### src/rtl/posit_add_arbiter_es3_pkg.sv
// Shared widths, tag type and round-robin helper for the ES3 posit adder arbiter.
package posit_defines_es3;

  localparam int POSIT_SCALE_WIDTH_ES3         = 8;
  localparam int POSIT_FRAC_WIDTH_ES3          = 8;
  // {sgn, scale, fraction, inf, zero}
  localparam int POSIT_SERIALIZED_WIDTH_ES3    = 1 + POSIT_SCALE_WIDTH_ES3 + POSIT_FRAC_WIDTH_ES3 + 2;
  localparam int POSIT_SCALE_WIDTH_SUM_ES3     = POSIT_SCALE_WIDTH_ES3 + 1;
  localparam int POSIT_FRAC_WIDTH_SUM_ES3      = POSIT_FRAC_WIDTH_ES3 + 2;
  localparam int POSIT_SERIALIZED_WIDTH_SUM_ES3 = 1 + POSIT_SCALE_WIDTH_SUM_ES3 + POSIT_FRAC_WIDTH_SUM_ES3 + 2;

  localparam int ARB_MAX_NREQ = 8;

  typedef struct packed {
    logic       valid;
    logic [2:0] idx;
  } arb_tag_t;

  // One-hot pick of the first eligible index after ptr, wrapping at nreq.
  function automatic logic [ARB_MAX_NREQ-1:0] rr_pick(
    input logic [ARB_MAX_NREQ-1:0] elig,
    input logic [2:0]              ptr,
    input int                      nreq
  );
    logic [ARB_MAX_NREQ-1:0] pick;
    logic                    found;
    logic [2:0]              idx;
    pick  = '0;
    found = 1'b0;
    for (int off = 1; off <= ARB_MAX_NREQ; off++) begin
      if (off <= nreq) begin
        idx = 3'((int'(ptr) + off) % nreq);
        if (!found && elig[idx]) begin
          pick[idx] = 1'b1;
          found     = 1'b1;
        end
      end
    end
    return pick;
  endfunction

endpackage

### src/rtl/posit_add_arbiter_es3_if.sv
// Requester, response and adder-side signals of the shared posit adder arbiter.
interface posit_add_arbiter_es3_if
  import posit_defines_es3::*;
#(
  parameter int NREQ = 4
);
  logic [NREQ-1:0]                                req_valid;
  logic [NREQ-1:0]                                req_ready;
  logic [NREQ*POSIT_SERIALIZED_WIDTH_ES3-1:0]     req_in1;
  logic [NREQ*POSIT_SERIALIZED_WIDTH_ES3-1:0]     req_in2;
  logic [NREQ-1:0]                                rsp_valid;
  logic [NREQ-1:0]                                rsp_ready;
  logic [NREQ*POSIT_SERIALIZED_WIDTH_SUM_ES3-1:0] rsp_sum;
  logic [POSIT_SERIALIZED_WIDTH_ES3-1:0]          add_in1;
  logic [POSIT_SERIALIZED_WIDTH_ES3-1:0]          add_in2;
  logic                                           add_start;
  logic [POSIT_SERIALIZED_WIDTH_SUM_ES3-1:0]      add_result;
  logic                                           add_done;
  logic                                           err;

  modport slave (
    input  req_valid, req_in1, req_in2, rsp_ready, add_result, add_done,
    output req_ready, rsp_valid, rsp_sum, add_in1, add_in2, add_start, err
  );

  modport master (
    output req_valid, req_in1, req_in2, rsp_ready, add_result, add_done,
    input  req_ready, rsp_valid, rsp_sum, add_in1, add_in2, add_start, err
  );
endinterface

### src/rtl/posit_add_arbiter_es3_fifo.sv
// Synchronous show-ahead FIFO holding raw sums for one requester.
module posit_sum_fifo #(
  parameter int DEPTH = 4,
  parameter int WIDTH = 22
) (
  input  logic             clk,
  input  logic             rst,
  input  logic             wr_en,
  input  logic [WIDTH-1:0] wr_data,
  input  logic             rd_en,
  output logic [WIDTH-1:0] rd_data,
  output logic             empty,
  output logic             full
);
  localparam int PW = $clog2(DEPTH);
  localparam int CW = PW + 1;

  logic [WIDTH-1:0] mem [DEPTH];
  logic [PW-1:0]    wr_ptr_reg;
  logic [PW-1:0]    rd_ptr_reg;
  logic [CW-1:0]    count_reg;
  logic             do_wr;
  logic             do_rd;

  // A write into a full FIFO is dropped; the parent flags it.
  assign do_wr = wr_en & ~full;
  assign do_rd = rd_en & ~empty;

  always_ff @(posedge clk) begin
    if (do_wr) begin
      mem[wr_ptr_reg] <= wr_data;
    end
  end

  always_ff @(posedge clk) begin
    if (rst) begin
      wr_ptr_reg <= '0;
      rd_ptr_reg <= '0;
      count_reg  <= '0;
    end else begin
      if (do_wr) wr_ptr_reg <= wr_ptr_reg + 1'b1;
      if (do_rd) rd_ptr_reg <= rd_ptr_reg + 1'b1;
      count_reg <= count_reg + CW'(do_wr) - CW'(do_rd);
    end
  end

  assign rd_data = mem[rd_ptr_reg];
  assign empty   = (count_reg == '0);
  assign full    = (count_reg == CW'(DEPTH));
endmodule

### src/rtl/posit_add_arbiter_es3.sv
// Round-robin, credit-gated sharing of one pipelined raw ES3 posit adder among NREQ requesters.
module posit_add_arbiter_es3
  import posit_defines_es3::*;
#(
  parameter int NREQ    = 4,
  parameter int LATENCY = 8,
  parameter int DEPTH   = 4
) (
  input logic                    clk,
  input logic                    rst,
  posit_add_arbiter_es3_if.slave bus
);
  localparam int AW = POSIT_SERIALIZED_WIDTH_ES3;
  localparam int SW = POSIT_SERIALIZED_WIDTH_SUM_ES3;
  localparam int CW = $clog2(DEPTH + 1);
  localparam int BW = $clog2(LATENCY + 1);

  logic [NREQ-1:0]         elig;
  logic [NREQ-1:0]         grant;
  logic [NREQ-1:0]         fifo_wr;
  logic [NREQ-1:0]         fifo_rd;
  logic [NREQ-1:0]         fifo_empty;
  logic [NREQ-1:0]         fifo_full;
  logic [NREQ-1:0]         restore;
  logic [ARB_MAX_NREQ-1:0] elig_wide;
  logic [ARB_MAX_NREQ-1:0] pick;
  logic [2:0]              grant_idx;
  logic                    any_grant;
  logic [AW-1:0]           op1_next;
  logic [AW-1:0]           op2_next;
  logic [SW-1:0]           fifo_data [NREQ];
  logic [CW-1:0]           credit_reg [NREQ];
  logic [2:0]              ptr_reg;
  logic [2:0]              issue_idx_reg;
  logic                    start_reg;
  logic [AW-1:0]           in1_reg;
  logic [AW-1:0]           in2_reg;
  arb_tag_t                tag_reg [LATENCY];
  arb_tag_t                tag_last;
  logic [BW-1:0]           blank_reg;
  logic                    err_reg;
  logic                    done_hit;
  logic                    tag_lost;
  logic                    overflow;

  always_comb begin
    elig_wide            = '0;
    elig_wide[NREQ-1:0]  = elig;
    pick                 = rr_pick(elig_wide, ptr_reg, NREQ);
    grant                = pick[NREQ-1:0];
    any_grant            = |grant;
    grant_idx            = '0;
    op1_next             = '0;
    op2_next             = '0;
    for (int i = 0; i < ARB_MAX_NREQ; i++) begin
      if (pick[i]) grant_idx = 3'(i);
    end
    for (int i = 0; i < NREQ; i++) begin
      if (grant[i]) begin
        op1_next = bus.req_in1[i*AW +: AW];
        op2_next = bus.req_in2[i*AW +: AW];
      end
    end
  end

  assign tag_last = tag_reg[LATENCY-1];
  assign done_hit = bus.add_done & tag_last.valid;
  assign tag_lost = tag_last.valid & ~bus.add_done;
  assign overflow = |(fifo_wr & fifo_full);

  generate
    for (genvar gi = 0; gi < NREQ; gi++) begin : g_req
      // Credit comes from the register, so a same-cycle pop cannot unblock a grant.
      assign elig[gi]    = ~rst & bus.req_valid[gi] & (credit_reg[gi] != '0);
      assign fifo_wr[gi] = done_hit & (tag_last.idx == 3'(gi));
      assign restore[gi] = tag_lost & (tag_last.idx == 3'(gi));
      assign fifo_rd[gi] = bus.rsp_ready[gi] & ~fifo_empty[gi];

      posit_sum_fifo #(
        .DEPTH (DEPTH),
        .WIDTH (SW)
      ) u_fifo (
        .clk     (clk),
        .rst     (rst),
        .wr_en   (fifo_wr[gi]),
        .wr_data (bus.add_result),
        .rd_en   (fifo_rd[gi]),
        .rd_data (fifo_data[gi]),
        .empty   (fifo_empty[gi]),
        .full    (fifo_full[gi])
      );

      assign bus.rsp_valid[gi]         = ~fifo_empty[gi];
      assign bus.rsp_sum[gi*SW +: SW]  = fifo_data[gi];
    end
  endgenerate

  always_ff @(posedge clk) begin
    for (int i = 0; i < NREQ; i++) begin
      if (rst) begin
        credit_reg[i] <= CW'(DEPTH);
      end else begin
        credit_reg[i] <= credit_reg[i] - CW'(grant[i]) + CW'(fifo_rd[i]) + CW'(restore[i]);
      end
    end
  end

  always_ff @(posedge clk) begin
    if (rst) begin
      ptr_reg       <= 3'(NREQ - 1);
      start_reg     <= 1'b0;
      issue_idx_reg <= '0;
      in1_reg       <= '0;
      in2_reg       <= '0;
    end else begin
      start_reg <= any_grant;
      if (any_grant) begin
        ptr_reg       <= grant_idx;
        issue_idx_reg <= grant_idx;
        in1_reg       <= op1_next;
        in2_reg       <= op2_next;
      end
    end
  end

  // Tag shift register mirrors the adder pipeline; its last stage lines up with add_done.
  always_ff @(posedge clk) begin
    if (rst) begin
      for (int j = 0; j < LATENCY; j++) tag_reg[j] <= '0;
    end else begin
      for (int j = LATENCY - 1; j > 0; j--) tag_reg[j] <= tag_reg[j-1];
      tag_reg[0] <= '{valid: start_reg, idx: issue_idx_reg};
    end
  end

  // The adder is not reset, so stale completions may surface for LATENCY cycles.
  always_ff @(posedge clk) begin
    if (rst) begin
      blank_reg <= BW'(LATENCY);
      err_reg   <= 1'b0;
    end else begin
      if (blank_reg != '0) blank_reg <= blank_reg - 1'b1;
      if (((blank_reg == '0) && (bus.add_done != tag_last.valid)) || overflow) begin
        err_reg <= 1'b1;
      end
    end
  end

  assign bus.req_ready = grant;
  assign bus.add_start = start_reg;
  assign bus.add_in1   = in1_reg;
  assign bus.add_in2   = in2_reg;
  assign bus.err       = err_reg;
endmodule

### src/flat_wrapper.sv
// flat-port wrapper written by rule: the top's interface ports become plain ports
module posit_add_arbiter_es3_flat import posit_defines_es3::*;
#(
  parameter int NREQ    = 4,
  parameter int LATENCY = 8,
  parameter int DEPTH   = 4
)
  (clk, rst, bus_req_valid, bus_req_in1, bus_req_in2, bus_rsp_ready, bus_add_result, bus_add_done, bus_req_ready, bus_rsp_valid, bus_rsp_sum, bus_add_in1, bus_add_in2, bus_add_start, bus_err);
  posit_add_arbiter_es3_if #(.NREQ(NREQ)) bus_i ();
  input logic clk;
  input logic rst;
  input wire logic [$bits(bus_i.req_valid)-1:0] bus_req_valid;
  input wire logic [$bits(bus_i.req_in1)-1:0] bus_req_in1;
  input wire logic [$bits(bus_i.req_in2)-1:0] bus_req_in2;
  input wire logic [$bits(bus_i.rsp_ready)-1:0] bus_rsp_ready;
  input wire logic [$bits(bus_i.add_result)-1:0] bus_add_result;
  input wire logic [$bits(bus_i.add_done)-1:0] bus_add_done;
  output wire logic [$bits(bus_i.req_ready)-1:0] bus_req_ready;
  output wire logic [$bits(bus_i.rsp_valid)-1:0] bus_rsp_valid;
  output wire logic [$bits(bus_i.rsp_sum)-1:0] bus_rsp_sum;
  output wire logic [$bits(bus_i.add_in1)-1:0] bus_add_in1;
  output wire logic [$bits(bus_i.add_in2)-1:0] bus_add_in2;
  output wire logic [$bits(bus_i.add_start)-1:0] bus_add_start;
  output wire logic [$bits(bus_i.err)-1:0] bus_err;
  assign bus_i.req_valid = bus_req_valid;
  assign bus_i.req_in1 = bus_req_in1;
  assign bus_i.req_in2 = bus_req_in2;
  assign bus_i.rsp_ready = bus_rsp_ready;
  assign bus_i.add_result = bus_add_result;
  assign bus_i.add_done = bus_add_done;
  assign bus_req_ready = bus_i.req_ready;
  assign bus_rsp_valid = bus_i.rsp_valid;
  assign bus_rsp_sum = bus_i.rsp_sum;
  assign bus_add_in1 = bus_i.add_in1;
  assign bus_add_in2 = bus_i.add_in2;
  assign bus_add_start = bus_i.add_start;
  assign bus_err = bus_i.err;
  posit_add_arbiter_es3 #(.NREQ(NREQ), .LATENCY(LATENCY), .DEPTH(DEPTH)) u_core (.clk(clk), .rst(rst), .bus(bus_i));
endmodule
### config.mk
export PLATFORM = sky130hd
export DESIGN_NAME = posit_add_arbiter_es3_flat
export DESIGN_NICKNAME = d
export VERILOG_FILES = /design/src/rtl/posit_add_arbiter_es3_pkg.sv /design/src/rtl/posit_add_arbiter_es3_if.sv /design/src/rtl/posit_add_arbiter_es3_fifo.sv /design/src/rtl/posit_add_arbiter_es3.sv /design/src/flat_wrapper.sv
export SDC_FILE = /design/constraint.sdc
export NUM_CORES = 1
export LEC_CHECK = 0
export ABC_AREA = 0
export BUFFER_PORTS_ARGS = -buffer_cell sky130_fd_sc_hd__buf_2
export CAP_MARGIN = 0
export CORE_UTILIZATION = 45
export CTS_CLUSTER_DIAMETER = 40
export DETAILED_ROUTE_END_ITERATION = 6
export PLACE_DENSITY = 0.76
export SYNTH_ARGS = -nofsm -noshare
export SYNTH_HDL_FRONTEND = slang
export SYNTH_SLANG_ARGS = --single-unit
export TNS_END_PERCENT = 30
### constraint.sdc
create_clock -name clk -period 11.5 [get_ports clk]
set_input_delay 0.575 -clock clk [delete_from_list [all_inputs] [get_ports clk]]
set_output_delay 0.575 -clock clk [all_outputs]
set_load 0.05 [all_outputs]
==> impl_results.md, run 1 <==
- Maximum resistive drop on vdd: 0.000228 V
- CTS sink count: 472
- Gates resized, CTS repair: 0
- Post-DR wirelength/cell: 23.4 um
- FMAX: 208 MHz
- Syn Nets: 1322
- Synth top cells by count: 352 x edfxtp_1, 120 x dfxtp_1, 88 x mux4_2
- Number of synthesized flops with an enable pin: 352
- Static Leakage: 8.39 nW
- CP Cell Sequence: inv_1, ha_1, or4b_1, o32a_2, nand2_4, and4b_4, nand2_1, and2_1, buf_4, clkinv_1, buf_4, buf_2
- Synth Flop Type: edfxtp_1
- Final TNS setup: 0 ns
- Skew final: 0.0232 ns
- Syn avg cell area: 17.5 um2
- Total gr overflow: 0
- Layout cells sized above 1: 0.402
- FFs w/ async S/R, synth: 0
- Slowest CP cell: dfxtp_1
- H-tree levels: 2
- Max-slew headroom: 0.251
- Power Density: 248 nW/um2
- Worst setup SP type: flop
- Std-Cell Core Area: 41300 um2
- Pre-antenna DRT Iters: 5
- Final min period: 4.80 ns
- Area leader, netlist: edfxtp_1
- CTS tree: yes
- Final hold vios: 0
- Worst-path maximum fanout: 42
- Synth Instances: 1087
- Initial Util: 0.460
- Final setup vio count: 0
- Yosys warning total: 0
- Hold/Removal Path Class: in -> reg
- CP required: 10.93 ns
- Filler instances: 3233
- Nets: 1674
- CTS Buf Count: 57
- Ports: 321
- Finished Core Util: 0.561
- Hpwl dp: 31000 um
- Area Overhead vs Synth: 21.7%
- WP data arrival: 4.23 ns
- Clock buffer depth: 3
- Width of the die: 208 um
- Clock transition at path regs: 0.05 ns
- Post-CTS Hold Buffers: 0
- GRT Total Usage: 0.223
- Worst-Margin Slew: 1.11 ns
- Number of global-route vias before repair: 11700
- Antenna violations before repair: 9
- I/O Buffers: 320
- DR iter-0 viols: 776
- Kind of critical path: reg -> out
- #FFs+latches synth: 472
- Final Max Tran Viols: 0
- Largest net degree at the start of global routing: 83
- Final wirelength: 47300 um
- Most frequent cell after synthesis: edfxtp_1
- Final GP Congestion: 0.947
- DP Worst Slack: 6.79 ns
- FF/Latch Area: 13000 um2
- Outcome: finished clean
- Clk Latency, worst-skew pair: 0.61 ns
- Critical Path Max Stage Delay: 0.55 ns
- Vias/cell: 5.50
- Clk root buf: clkbuf_16
- Kind of end point of the critical path: primary output
- FP Rows: 74
- Final period util: 0.417
- Synth Cell Area: 19000 um2
- Number of flip-flops in the largest register: 352
- # Post-CTS Setup Buffers: 0
- Yosys cell types: 65
- DRC errors left: 0
- Crit path setup slack, layout: 6.70 ns
- Unrepaired setup endpoints after global routing: no
- CP most frequent cell: buf_4
- Top post-synthesis cells by area: edfxtp_1 56%, dfxtp_1 13%, mux4_2 10%, ha_1 2.5%, nor2_1 1.5%
- Vias: 11100
- First-pass GRT wire length: 71200 um
- Die area: 43100 um2
- Multi-input logic area: 5570 um2
- Top cell type's share of synthesized area: 0.556
- Die height: 208 um
- Max Cap Violations: 0
- Detail Route Antenna Nets: 0
- Register area share after synthesis: 0.682
==> per-layer routing <==
| metal | global-route usage | share of wire |
|---|---|---|
| met5 | 0 | 0 |
| met4 | 0.140 | 0.062 |
| met3 | 0.0433 | 0.064 |
| met2 | 0.384 | 0.51 |
| met1 | 0.256 | 0.36 |
==> metrics by stage <==
step	total power (W)	hold slack [ns]	cells	cell area (um2)
after detailed placement	0.00398	0.425	1912	21200
final	0.00574	0.210	2022	23100
after global placement	0.00394	0.416	1912	21200
after floorplan	0.00359	0.414	1087	19000
after global routing	0.00599	0.189	2021	23100
after CTS	0.00579	0.173	2016	23100
==> path summary, 6_finish.rpt <==
kind | end | slack [ns] | depth (start not counted) | from
setup / recovery | bus_req_ready[2] | 6.70 | 12 | u_core.ptr_reg[0]$_SDFFE_PP1P_
setup reg to reg | u_core.credit_reg[1][2]$_SDFF_PP1_ | 6.86 | 17 | u_core.ptr_reg[0]$_SDFFE_PP1P_
hold / removal | u_core.bus.add_in2[18]$_SDFFE_PP0P_ | 0.21 | 3 | bus_req_in2[75]
hold reg to reg | u_core.tag_reg[1][5]$_SDFF_PP0_ | 0.43 | 1 | u_core.tag_reg[1][1]$_SDFF_PP0_
==> cells by family after synthesis <==
group / count (synthesis) / share of synthesized area
muxes: 94 / 0.107
xor gates and xnor gates: 29 / 0.0134
buffers and inverters: 98 / 0.0250
AOI/OAI and AO/OA: 152 / 0.0786
DFF: 472 / 0.682
and+or+nand+nor: 192 / 0.0557
adders and majority gates: 50 / 0.0376
==> worst max-delay path: cells and delay by family (launching register included) <==
family	cells	cell delay, ns
adder cells (fa/ha/maj)	1	0.42
AO/OA/AOI/OAI	1	0.23
flip-flops	1	0.55
buffers and inverters	5	1.34
AND/OR/NAND/NOR	5	1.07
==> final cells by class <==
type	count	share of cell area
Antenna cell	6	0.000649
Inverter	40	0.00649
Multi-Input combinational cell	517	0.241
Clock inverter	37	0.0202
Sequential cell	472	0.560
Clock buffer	67	0.0637
Timing Repair Buffer	351	0.0792
Tap cell	532	0.0288
==> where the power goes <==
| group | leakage, nW | switching [W] | internal (W) | total, W |
|---|---|---|---|---|
| Sequential | 4.15 | 0.0000784 | 0.00195 | 0.00203 |
| Clock | 0.940 | 0.000719 | 0.00109 | 0.00181 |
| Combinational | 3.30 | 0.00126 | 0.000643 | 0.00190 |
==> layout by cell type (no fill, tap or decap), types with 21 or more instances in the layout <==
cell       instances
edfxtp_1         352
buf_2            320
dfxtp_1          120
mux4_2            88
nor2_1            76
clkbuf_16         57
inv_1             38
nor2b_1           38
ha_1              38
buf_4             31
a221oi_1          29
and2_1            21
o31ai_2           21
xnor2_1           21
Note: power is estimated with default switching activity, not from simulation.
==> inputs of run 2 (changes only) <==
- clock period: 11.5 -> 4.75 ns (I/O delays scaled with it)
==> run 2 against run 1 <==
Against the previous run:
- clock power up 140%
- design area is 3.9% higher
- hold slack worse by 0.18 ns
- non-clock buffer count up 86
==> impl_results.md, run 2 (synthesis gave the netlist of run 1 again) <==
- FMAX: 220 MHz
- Commonest non-fill, non-tap cell in the layout: edfxtp_1
- Max-slew headroom: 0.260
- Slowest CP cell: nor2_2
- Final hold vios: 0
- Multi-input logic area: 5580 um2
- Hpwl dp: 31400 um
- Die area: 43100 um2
- Hold Slack: 0.0312 ns
- WP data arrival: 5.10 ns
- Final wirelength: 48800 um
- Finished Core Util: 0.583
- Clock transition at path regs: 0.06 ns
- Switching share of power: 0.357
- Pint: 0.00932 W
- Largest net degree at the start of global routing: 51
- Power Density: 602 nW/um2
- Antenna violations before repair: 4
- # Post-CTS Setup Buffers: 0
- Vias/cell: 5.43
- CP Cell Sequence: inv_1, ha_1, or4b_1, o32a_2, nand2_4, and4b_4, a221o_2, nor2_2, a221oi_2, o31ai_1, dlygate4sd3_1
- Std-Cell Core Area: 41300 um2
- Initial Util: 0.460
- DRC errors left: 0
- FF/Latch Area: 13000 um2
- Filler instances: 3098
- First-pass GRT wire length: 71900 um
- Static Leakage: 8.83 nW
- Crit path setup slack, layout: 0.200 ns
- Pre-antenna DRT Iters: 5
- Number of global-route vias before repair: 12000
- Vias: 11500
- Final setup vio count: 0
- Number of flip-flops in the largest register: 352
- Worst setup SP type: flop
- CTS tree: yes
- Total gr overflow: 0
- Area Overhead vs Synth: 26.5%
- Critical Path Max Stage Delay: 0.75 ns
- Clock buffer depth: 3
- Final min period: 4.55 ns
- Final TNS setup: 0 ns
- Ports: 321
- DR iter-0 viols: 733
- Combinational fraction of design power: 0.355
- Hold/Removal Path Class: in -> reg
- Max Cap Violations: 0
- Final GP Congestion: 0.964
- Worst-Margin Slew: 1.09 ns
- CTS Buf Count: 58
- Kind of critical path: reg -> reg
- Detail Route Antenna Nets: 0
- Clk network pwr share: 0.306
- Maximum resistive drop on vdd: 0.000554 V
- Bufs and invs on worst path: 2
- Psw: 0.00517 W
- Outcome: finished clean
- Clk Latency, worst-skew pair: 0.62 ns
- Die height: 208 um
- FP Rows: 74
- Worst-path maximum fanout: 16
- CP top delay family: simple AND/OR/NAND/NOR gates
- Most frequent cells in the layout: 352 x edfxtp_1, 320 x buf_2, 119 x dfxtp_1
- Width of the die: 208 um
- Unrepaired setup endpoints after global routing: no
- Clk root buf: clkbuf_16
- Sequential Power Share: 0.339
- Nets: 1762
- CTS sink count: 472
- Kind of end point of the critical path: flop
- Final period util: 0.958
- Layout cells sized above 1: 0.383
- I/O Buffers: 320
- GRT Total Usage: 0.225
- Post-DR wirelength/cell: 23.1 um
- Skew final: 0.0311 ns
- H-tree levels: 2
- Final Max Tran Viols: 0
- DP Worst Slack: 0.549 ns
- CP required: 5.30 ns
[run 2: worst paths after layout]
kind	startpoint	endpoint	slack (ns)	cells past startpoint
worst min register to register	u_core.tag_reg[0][3]$_SDFF_PP0_	u_core.tag_reg[0][7]$_SDFF_PP0_	0.43	1
worst max register to register	u_core.ptr_reg[1]$_SDFFE_PP1P_	u_core.bus.add_in2[17]$_SDFFE_PP0P_	0.20	11
worst max-delay path	u_core.ptr_reg[1]$_SDFFE_PP1P_	u_core.bus.add_in2[17]$_SDFFE_PP0P_	0.20	11
worst min-delay path	bus_add_result[13]	u_core.g_req[0].u_fifo.mem[3][13]$_DFFE_PP_	0.03	1
[run 2: final cells by class]
cell class / instances / area share
Sequential cell: 472 / 0.539
Clock buffer: 71 / 0.0638
Inverter: 40 / 0.00624
Tap cell: 532 / 0.0277
Antenna cell: 3 / 0.000312
Timing Repair Buffer: 437 / 0.113
Clock inverter: 38 / 0.0183
Multi-Input combinational cell: 518 / 0.232
[run 2: worst register-to-register path, cell delays in order, from the launching register on]
cell           delay, ns
dfxtp_1             0.47
inv_1               0.19
ha_1                0.42
or4b_1              0.54
o32a_2              0.24
nand2_4             0.13
and4b_4             0.25
a221o_2             0.45
nor2_2              0.75
a221oi_2            0.22
o31ai_1             0.28
dlygate4sd3_1       0.58
[run 2: per-layer routing]
metal | vias to the layer above | GRT usage | share of wire
li1 | 5149 | - | -
met5 | - | 0 | 0.00027
met4 | 2 | 0.132 | 0.054
met2 | 484 | 0.402 | 0.53
met1 | 5728 | 0.247 | 0.36
met3 | 99 | 0.0496 | 0.065
[run 2: stage by stage]
stage	total power, W	cells	cell area (um2)
global placement	0.00954	1914	21200
CTS	0.0145	2107	24000
detailed placement	0.00964	1914	21200
floorplan	0.00868	1087	19000
finish	0.0145	2111	24100
global route	0.0151	2110	24100
[run 2: repair_timing]
item | 4_1_cts | 5_1_grt
setup endpoints to repair | 0 | 36
hold buffers | 84 | 0
endpoints found under the hold margin | 150 | 0
gates resized for setup | 0 | 7
[run 2: power groups by stage]
| stage | sequential [W] | combinational [W] | clock [W] |
|---|---|---|---|
| 3_5_place_dp | 0.00498 | 0.00466 | 0 |
| 5_1_grt | 0.00494 | 0.00550 | 0.00468 |
| 4_1_cts | 0.00491 | 0.00510 | 0.00451 |
| 2_1_floorplan | 0.00538 | 0.00331 | 0 |
| 3_3_place_gp | 0.00498 | 0.00457 | 0 |
| 6_report | 0.00491 | 0.00515 | 0.00443 |
==> inputs of run 3 (changes only) <==
- CORE_UTILIZATION: 45 -> 55
- PLACE_DENSITY: 0.76 -> 0.88
==> run 3 against run 2 <==
Against the previous run:
- sequential cell count stayed put
- global-route usage is 4.6 points higher
- hold slack better by 0.015 ns
- count of clock-buffer cells in the layout is 3 lower
- fmax is 1.2% lower
- non-clock buffer count is 22 lower
- clock skew is 0.0064 ns lower
- sequential power is 3% higher
- largest cell class unchanged
==> impl_results.md, run 3 (synthesis gave the netlist of run 1 again) <==
- DRC errors left: 0
- Met2 Use GR: 0.489
- Final setup vio count: 0
- I/O Buffers: 320
- FP Rows: 67
- Sequential Power Share: 0.356
- Number of global-route vias before repair: 12200
- Met3 GRT Util: 0.0481
- Clk network pwr share: 0.290
- Pre-antenna DRT Iters: 5
- Hpwl dp: 29400 um
- Final min period: 4.61 ns
- Worst-path maximum fanout: 19
- Max Cap Violations: 0
- Unrepaired setup endpoints after global routing: no
- Clk Latency, worst-skew pair: 0.59 ns
- Met1 Resource Use GR: 0.320
- Final TNS setup: 0 ns
- Std-Cell Core Area: 33800 um2
- CP top delay family: simple AND/OR/NAND/NOR gates
- Skew final: 0.0247 ns
- Final hold vios: 0
- Static Leakage: 8.63 nW
- Hold/Removal Path Class: in -> reg
- Vias/cell: 5.86
- Critical Path Max Stage Delay: 0.59 ns
- Outcome: finished clean
- Maximum resistive drop on vdd: 0.000438 V
- WP data arrival: 5.11 ns
- Final GP Congestion: 0.940
- Antenna violations before repair: 3
- H-tree levels: 2
- DR iter-0 viols: 893
- Kind of end point of the critical path: flop
- Hold Slack: 0.0465 ns
- Slowest CP cell: dlygate4sd3_1
- FMAX: 217 MHz
- Final period util: 0.970
- Worst-Margin Slew: 1.27 ns
- Power Density: 601 nW/um2
- Nets: 1736
- Max-slew headroom: 0.152
- Clock transition at path regs: 0.06 ns
- CTS sink count: 472
- CP Cell Sequence: inv_1, ha_1, or4b_1, o32a_2, nand2_4, and4b_4, a221o_2, nor2_4, buf_4, a221oi_1, o31ai_2, dlygate4sd3_1
- Total gr overflow: 0
- Die area: 35300 um2
- Clk root buf: clkbuf_16
- Initial Util: 0.563
- Die height: 188 um
- Detail Route Antenna Nets: 0
- # Post-CTS Setup Buffers: 0
- Final Max Tran Viols: 0
- Layout cells sized above 1: 0.381
- GRT Total Usage: 0.271
- Psw: 0.00508 W
- Clock buffer depth: 3
- CTS tree: yes
- Vias: 11700
- Global routing's busiest layer: met2
- Post-DR wirelength/cell: 23.9 um
- First-pass GRT wire length: 71400 um
- Filler instances: 2055
- CP required: 5.26 ns
- Commonest non-fill, non-tap cell in the layout: edfxtp_1
- Combinational fraction of design power: 0.354
- Area Overhead vs Synth: 23.9%
- Final wirelength: 47700 um
- Number of flip-flops in the largest register: 352
- Worst setup SP type: flop
- Width of the die: 188 um
- Pint: 0.00907 W
- Ports: 321
- Switching share of power: 0.359
- Most frequent cells in the layout: 352 x edfxtp_1, 320 x buf_2, 118 x dfxtp_1
- Kind of critical path: reg -> reg
- CTS Buf Count: 54
- Largest net degree at the start of global routing: 77
- Bufs and invs on worst path: 3
-- run 3: path summary, 6_finish.rpt --
path | from | end | slack, ns | cells after the start
worst max-delay path | u_core.ptr_reg[0]$_SDFFE_PP1P_ | u_core.bus.add_in1[16]$_SDFFE_PP0P_ | 0.14 | 12
worst max register to register | u_core.ptr_reg[0]$_SDFFE_PP1P_ | u_core.bus.add_in1[16]$_SDFFE_PP0P_ | 0.14 | 12
worst min register to register | u_core.tag_reg[1][5]$_SDFF_PP0_ | u_core.tag_reg[1][9]$_SDFF_PP0_ | 0.43 | 1
worst min-delay path | bus_req_in1[46] | u_core.bus.add_in1[8]$_SDFFE_PP0P_ | 0.05 | 3
-- run 3: area by class of cell --
cell class | count | area, um2 | share of cell area
inverter | 40 | 150 | 0.00637
tap | 448 | 561 | 0.0238
clock buffer | 68 | 1490 | 0.0633
multi-input combinational | 518 | 5580 | 0.237
antenna | 2 | 5.00 | 0.000212
sequential | 472 | 13000 | 0.551
timing repair buffer | 415 | 2500 | 0.106
clock inverter | 30 | 294 | 0.0125
-- run 3: what timing repair did --
action / 4_1_cts / 5_1_grt
endpoints found under the hold margin: 38 / 0
hold buffers: 74 / 0
gates resized for setup: 0 / 1
endpoints found under the setup margin: 0 / 21
-- run 3: routing by layer --
metal,share of wire,up-vias
met3,0.074,108
met1,0.36,5820
met2,0.53,661
met5,0,-
met4,0.038,0
li1,-,5081
-- run 3: power by group through the flow --
stage / Combinational, W / Clock, W / Sequential [W]
floorplan: 0.00331 / 0 / 0.00538
global placement: 0.00439 / 0 / 0.00511
detailed placement: 0.00450 / 0 / 0.00512
CTS: 0.00495 / 0.00415 / 0.00504
global route: 0.00530 / 0.00432 / 0.00509
finish: 0.00501 / 0.00410 / 0.00504
-- run 3: worst min-delay path, stage by stage --
cell and delay [ns]:
buf_2 0.08, nor2_1 0.07, o31ai_1 0.21
-- run 3: through the flow --
step,utilization,power [W],cell area (um2),worst slack [ns],std cells
floorplan,-,0.00868,19000,0.451,1087
global placement,0.622,0.00950,21000,0.608,1818
detailed placement,0.622,0.00962,21000,0.477,1818
CTS,0.697,0.0141,23500,0.116,1990
global route,0.697,0.0147,23600,0.0317,1993
finish,0.697,0.0141,23600,0.143,1993
